<file path="src/rtl/ctrl_hazard_unit.sv">
// rtl/ctrl_hazard_unit.sv - MIPS D-stage decode, stall and forwarding control with E/M/W shadow tracking.
// Optional stall statistics counter: define CTRL_HAZ_STATS_EN.
module ctrl_hazard_unit #(
  parameter int ADDR_W    = 5,
  parameter int TNEW_W    = 2,
  parameter int ALU_TNEW  = 1,
  parameter int LOAD_TNEW = 2,
  parameter int TUSE_NONE = 3
) (
  input  logic              clk,
  input  logic              reset,
  input  logic [31:0]       Instr_D,
  input  logic              flush_E,
  output logic              stall_D,
  output logic [1:0]        fwd_rs_D,
  output logic [1:0]        fwd_rt_D,
  output logic [1:0]        fwd_rs_E,
  output logic [1:0]        fwd_rt_E,
  output logic [ADDR_W-1:0] A3_D,
  output logic [31:0]       stall_cnt
);

  localparam logic [TNEW_W-1:0] T_ALU  = TNEW_W'(ALU_TNEW);
  localparam logic [TNEW_W-1:0] T_LOAD = TNEW_W'(LOAD_TNEW);
  localparam logic [TNEW_W-1:0] T_NONE = TNEW_W'(TUSE_NONE);
  localparam logic [TNEW_W-1:0] T_ZERO = '0;
  localparam logic [TNEW_W-1:0] T_ONE  = TNEW_W'(1);
  localparam logic [TNEW_W-1:0] T_TWO  = TNEW_W'(2);

  logic [5:0]        op, funct;
  logic [ADDR_W-1:0] rs_d, rt_d, rd_d, a3_d;
  logic [TNEW_W-1:0] tuse_rs, tuse_rt, tnew_d;
  logic              unused_shamt;

  assign op    = Instr_D[31:26];
  assign funct = Instr_D[5:0];
  assign rs_d  = ADDR_W'(Instr_D[25:21]);
  assign rt_d  = ADDR_W'(Instr_D[20:16]);
  assign rd_d  = ADDR_W'(Instr_D[15:11]);
  assign unused_shamt = ^Instr_D[10:6];

  always_comb begin
    tuse_rs = T_NONE;
    tuse_rt = T_NONE;
    tnew_d  = T_ZERO;
    a3_d    = '0;
    case (op)
      6'b000000: begin
        case (funct)
          6'b100001, 6'b100011: begin
            tuse_rs = T_ONE;
            tuse_rt = T_ONE;
            tnew_d  = T_ALU;
            a3_d    = rd_d;
          end
          6'b001000: tuse_rs = T_ZERO;
          6'b001001: begin
            tuse_rs = T_ZERO;
            tnew_d  = T_ZERO;
            a3_d    = rd_d;
          end
          default: ;
        endcase
      end
      6'b001101, 6'b001000: begin
        tuse_rs = T_ONE;
        tnew_d  = T_ALU;
        a3_d    = rt_d;
      end
      6'b001111: begin
        tnew_d = T_ALU;
        a3_d   = rt_d;
      end
      6'b100011: begin
        tuse_rs = T_ONE;
        tnew_d  = T_LOAD;
        a3_d    = rt_d;
      end
      6'b101011: begin
        tuse_rs = T_ONE;
        tuse_rt = T_TWO;
      end
      6'b000100, 6'b111100: begin
        tuse_rs = T_ZERO;
        tuse_rt = T_ZERO;
      end
      6'b000011: begin
        tnew_d = T_ZERO;
        a3_d   = ADDR_W'(31);
      end
      default: ;
    endcase
  end

  logic [ADDR_W-1:0] a3_e, a3_m, a3_w, rs_e, rt_e;
  logic [TNEW_W-1:0] tnew_e, tnew_m, tnew_w;

  function automatic logic [TNEW_W-1:0] age(input logic [TNEW_W-1:0] t);
    return (t == T_ZERO) ? T_ZERO : t - T_ONE;
  endfunction

  function automatic logic hit(input logic [ADDR_W-1:0] a3, input logic [TNEW_W-1:0] tn,
                               input logic [ADDR_W-1:0] r);
    return (a3 != '0) && (a3 == r) && (tn == T_ZERO);
  endfunction

  always_ff @(posedge clk or negedge reset) begin
    if (!reset) begin
      a3_e   <= '0;
      tnew_e <= '0;
      rs_e   <= '0;
      rt_e   <= '0;
      a3_m   <= '0;
      tnew_m <= '0;
      a3_w   <= '0;
      tnew_w <= '0;
    end else begin
      if (stall_D || flush_E) begin
        a3_e   <= '0;
        tnew_e <= '0;
        rs_e   <= '0;
        rt_e   <= '0;
      end else begin
        a3_e   <= a3_d;
        tnew_e <= tnew_d;
        rs_e   <= rs_d;
        rt_e   <= rt_d;
      end
      a3_m   <= a3_e;
      tnew_m <= age(tnew_e);
      a3_w   <= a3_m;
      tnew_w <= age(tnew_m);
    end
  end

  logic haz_rs, haz_rt;

  always_comb begin
    haz_rs = (tuse_rs != T_NONE) && (rs_d != '0) &&
             (((a3_e == rs_d) && (tnew_e > tuse_rs)) || ((a3_m == rs_d) && (tnew_m > tuse_rs)));
    haz_rt = (tuse_rt != T_NONE) && (rt_d != '0) &&
             (((a3_e == rt_d) && (tnew_e > tuse_rt)) || ((a3_m == rt_d) && (tnew_m > tuse_rt)));
    stall_D = reset && (haz_rs || haz_rt);
  end

  // Decode comes straight from Instr_D, so it is masked while reset is held.
  assign A3_D = reset ? a3_d : '0;

  always_comb begin
    fwd_rs_D = 2'd0;
    fwd_rt_D = 2'd0;
    fwd_rs_E = 2'd0;
    fwd_rt_E = 2'd0;
    if (hit(a3_e, tnew_e, rs_d))      fwd_rs_D = 2'd3;
    else if (hit(a3_m, tnew_m, rs_d)) fwd_rs_D = 2'd2;
    else if (hit(a3_w, tnew_w, rs_d)) fwd_rs_D = 2'd1;
    if (hit(a3_e, tnew_e, rt_d))      fwd_rt_D = 2'd3;
    else if (hit(a3_m, tnew_m, rt_d)) fwd_rt_D = 2'd2;
    else if (hit(a3_w, tnew_w, rt_d)) fwd_rt_D = 2'd1;
    if (hit(a3_m, tnew_m, rs_e))      fwd_rs_E = 2'd2;
    else if (hit(a3_w, tnew_w, rs_e)) fwd_rs_E = 2'd1;
    if (hit(a3_m, tnew_m, rt_e))      fwd_rt_E = 2'd2;
    else if (hit(a3_w, tnew_w, rt_e)) fwd_rt_E = 2'd1;
  end

`ifdef CTRL_HAZ_STATS_EN
  logic [31:0] cnt_q;

  always_ff @(posedge clk or negedge reset) begin
    if (!reset) begin
      cnt_q <= '0;
    end else if (stall_D && (cnt_q != 32'hFFFF_FFFF)) begin
      cnt_q <= cnt_q + 32'd1;
    end
  end

  assign stall_cnt = cnt_q;
`else
  assign stall_cnt = 32'd0;
`endif

endmodule

</file>
<file path="config.mk">
export PLATFORM = sky130hd
export DESIGN_NAME = ctrl_hazard_unit
export DESIGN_NICKNAME = d
export VERILOG_FILES = /design/src/rtl/ctrl_hazard_unit.sv
export SDC_FILE = /design/constraint.sdc
export NUM_CORES = 1
export LEC_CHECK = 0
export CELL_PAD_IN_SITES_DETAIL_PLACEMENT = 0
export CELL_PAD_IN_SITES_GLOBAL_PLACEMENT = 2
export CORE_MARGIN = 5
export CORE_UTILIZATION = 24
export DETAILED_ROUTE_END_ITERATION = 10
export GPL_TIMING_DRIVEN = 1
export HOLD_SLACK_MARGIN = 0.08
export PLACE_DENSITY_LB_ADDON = 0.1
export SETUP_SLACK_MARGIN = 0.2
export SYNTH_ARGS = -nofsm -noshare
export SYNTH_HDL_FRONTEND = slang
export SYNTH_SLANG_ARGS = --single-unit
</file>
<file path="constraint.sdc">
create_clock -name clk -period 5.8 [get_ports clk]
set_input_delay 1.74 -clock clk [delete_from_list [all_inputs] [get_ports clk]]
set_output_delay 1.74 -clock clk [all_outputs]
set_load 0.01 [all_outputs]
</file>
==> run_results.csv <==
group,metric,value,unit
outcome,status,"complete, no violations",
critical_path,crit_path_max_incr_delay,340,ps
critical_path,path_cells,"buf_12 > nand3b_1 > nor3b_4 > buf_4 > buf_6 > buf_6 > a21oi_4 > ha_4 > a21oi_2 > a211oi_2 > a22oi_2 > o2bb2ai_4 > buf_6",
global_routing,grt_start_max_net_pins,20,
cells_and_area,antenna_cells,0,
clock_network,clock-root-buffer,"clkbuf_8",
placement,dp.cells,469,
timing,max_freq,181,MHz
critical_path,critPathKind,"in -> out",
critical_path,crit_slowest_cell,"nor3b_4",
clock_network,holdBufCountCts,0,
floorplan,die_h,111,µm
synth,yosysMostFrequentCell,"buf_4",
cells_and_area,fillerInstances,1062,
synth,ys_warn_count,0,
pwr,p_int,365,µW
floorplan,num_rows,37,
cells_and_area,areaGrowthSynthToFinish,47.3,%
timing,setup_viol,0,
cells_and_area,multi_input_area,1740,µm²
critical_path,cp.required,4060,ps
pwr,ir_drop,0.0586,mV
critical_path,ff2ff_path_depth,7,
critical_path,worstSetupEndpointType,"primary output",
floorplan,die-area,12400,µm²
synth,synth_edf_count,0,
pwr,switchingPower,145,µW
synth,syn_inst,267,
timing,fin_crit,5520,ps
clock_network,tritoncts,"yes",
synth,syn_area_per_cell,9.21,µm²
timing,max_slew_margin,0.407,
timing,finalMaxSlewViolations,0,
cells_and_area,fin_cells,484,
global_routing,antenna_found_initial,0,
min_path,hold_end,"tnew_w[0]",
timing,worst_slew_pin_slew,887,ps
critical_path,critPathMostFrequentCell,"buf_6",
critical_path,r2r_slack,3820,ps
critical_path,cp-startpoint,"Instr_D[28]",
global_routing,grt_usage,0.118,
min_path,whs_path_depth,1,
pwr,p_per_area,141,nW/µm²
critical_path,regToRegEndpoint,"rs_e[4]",
critical_path,reg2reg_from,"a3_m[1]",
synth,synth_top_area_cell,"dfrtp_1",
cells_and_area,nNetsFinal,392,
floorplan,die_w,111,µm
synth,ys_seq_elements,31,
synth,synth.distinct_cells,41,
min_path,hold_class,"reg -> reg",
pwr,p_sw_frac,0.284,
route,dr.pass1.iters,4,
placement,gp_congestion,0.753,
clock_network,cts_max_level,2,
pwr,pwr-share-seq,0.450,
min_path,hold_start,"tnew_m[0]",
route,viasPerCell,4.32,
global_routing,grt_pass1_vias,2227,
job,cap_violations,0,
route,wl_per_cell,14.7,µm
cells_and_area,layout.area.seq,776,µm²
timing,finalHoldViolCount,0,
synth,synth_common_cells,"32 x buf_4, 31 x dfrtp_1, 28 x xor2_1",
synth,seq_area_frac_synth,0.315,
pwr,pwr-share-comb,0.249,
timing,fin_crit_sh,0.952,
clock_network,clkTransAtPathRegs,60,ps
clock_network,cts_sinks,31,
critical_path,arrival,3780,ps
synth,synth_area,2460,µm²
placement,place_hpwl,5560,µm
clock_network,cts_buffers,5,
clock_network,cts.path.max_buffers,2,
route,ant_nets,0,
clock_network,clk_latency,280,ps
timing,rsz0062_at_grt,"yes",
floorplan,initial_core_util,0.243,
route,drt_iter0_drc,38,
timing,skew,4.68,ps
global_routing,grt_pass1_wl,11400,µm
synth,async_reset_ff_frac,1.00,
pwr,p_clk_frac,0.301,
global_routing,grt-ovfl-total,0,
cells_and_area,drive_above_1_share,0.333,
placement,dpl_worst_slack,-783,ps
synth,synth_top_area_share,0.315,
route,drc,0,
route,vias,2091,
timing,finalWorstSetupSlack,278,ps
route,drt-total-wl,7100,µm
critical_path,cp-start-kind,"input pin",
placement,portBuffers,43,
synth,dominantRegCellSynth,"dfrtp_1",
floorplan,core-area,10100,µm²
pwr,p_leak,0.00165,µW
synth,yosys-top-cells-area,"dfrtp_1 32%, xor2_1 10%, buf_4 9.8%",
critical_path,crit_path_max_fanout,6,
floorplan,ioPinCount,81,
how the worst max path moves through the flow:
stage / endpoint / slack, ps / cells after the start
finish: stall_D / 280 / 13
floorplan: stall_D / 220 / 11
global placement: stall_D / -770 / 11
CTS: stall_D / 200 / 11
detailed placement: stall_D / -780 / 11
global route: stall_D / 180 / 13
power groups by stage:
stage	Combinational, µW	Clock (µW)	Sequential, µW
after floorplan	72.0	0	229
after global placement	112	0	233
after global routing	139	168	230
after CTS	121	160	229
after detailed placement	112	0	233
final	127	153	229
cells in the final DEF (no fill, tap or decap), types with 2 or more instances in the layout:
cell type        instances
xnor2_1                 22
nand3_1                  4
and2_1                   2
nor2_1                   6
inv_1                    5
clkdlybuf4s50_1         31
a21oi_2                  5
clkbuf_2                 2
nor3b_2                  3
nor3_4                   2
xor2_1                  28
a221oi_1                 5
nor3_1                   7
nor2b_1                  7
nand4_1                  5
or4_1                    5
dfrtp_1                 31
nand2b_1                 2
a21oi_1                  2
a21oi_4                  3
nor3_2                  10
clkbuf_8                 5
buf_4                   46
conb_1                  32
nor4_1                   4
buf_6                    7
a211oi_1                 2
dlymetal6s2s_1           4
nor2_2                   2
o21ai_1                  3
nand2_1                  9
ha_4                     6
buf_2                    3
a211oi_2                 5
nor3b_1                  8
ha_1                     2
critical path, delay by kind of cell:
| family | cells | cell delay (ps) |
|---|---|---|
| compound gates | 5 | 620 |
| fa+ha+maj | 1 | 280 |
| buf+inv | 5 | 570 |
| simple gates | 2 | 560 |
cell families after synthesis:
group / synth area share
AND/OR/NAND/NOR: 0.226
buffers and inverters: 0.143
AO/OA/AOI/OAI: 0.0956
XOR/XNOR: 0.178
adder cells (fa/ha/maj): 0.0407
other: 0.00152
flip-flops: 0.315
through the flow:
stage	power [µW]	TNS [ps]	instance area, µm²	hold slack, ps	utilization
2_1_floorplan	301	0	2600	352	-
3_3_place_gp	345	-1180	3190	468	0.315
3_5_place_dp	345	-1050	3190	470	0.315
4_1_cts	510	0	3440	479	0.340
5_1_grt	537	0	3620	499	0.357
6_report	509	0	3620	471	0.357
metal layers:
layer	track usage	up-vias	wire [µm]
met3	0.0175	12	286
met2	0.186	64	3310
li1	-	1025	-
met5	0	-	0
met4	0.0479	0	159
met1	0.160	990	3340
cell type report:
| type | instances | area share |
|---|---|---|
| multi-input cells | 210 | 0.481 |
| well taps | 136 | 0.0470 |
| inverters | 6 | 0.00622 |
| clock buffers | 6 | 0.0200 |
| flip-flops and latches | 31 | 0.214 |
| repair buffers | 95 | 0.231 |
timing repair:
item	CTS	global route
buffers inserted	6	3
resized for setup	54	39
endpoints found under the setup margin	6	10
pin swaps	20	25
flip-flops by register name, indices dropped and copies added, names as in the netlist:
register and cells:
a3_e 5, a3_m 5, a3_w 5, rs_e 5, rt_e 5, tnew_e 2, tnew_m 2, tnew_w 2
Power figures use the tool's default switching activity.
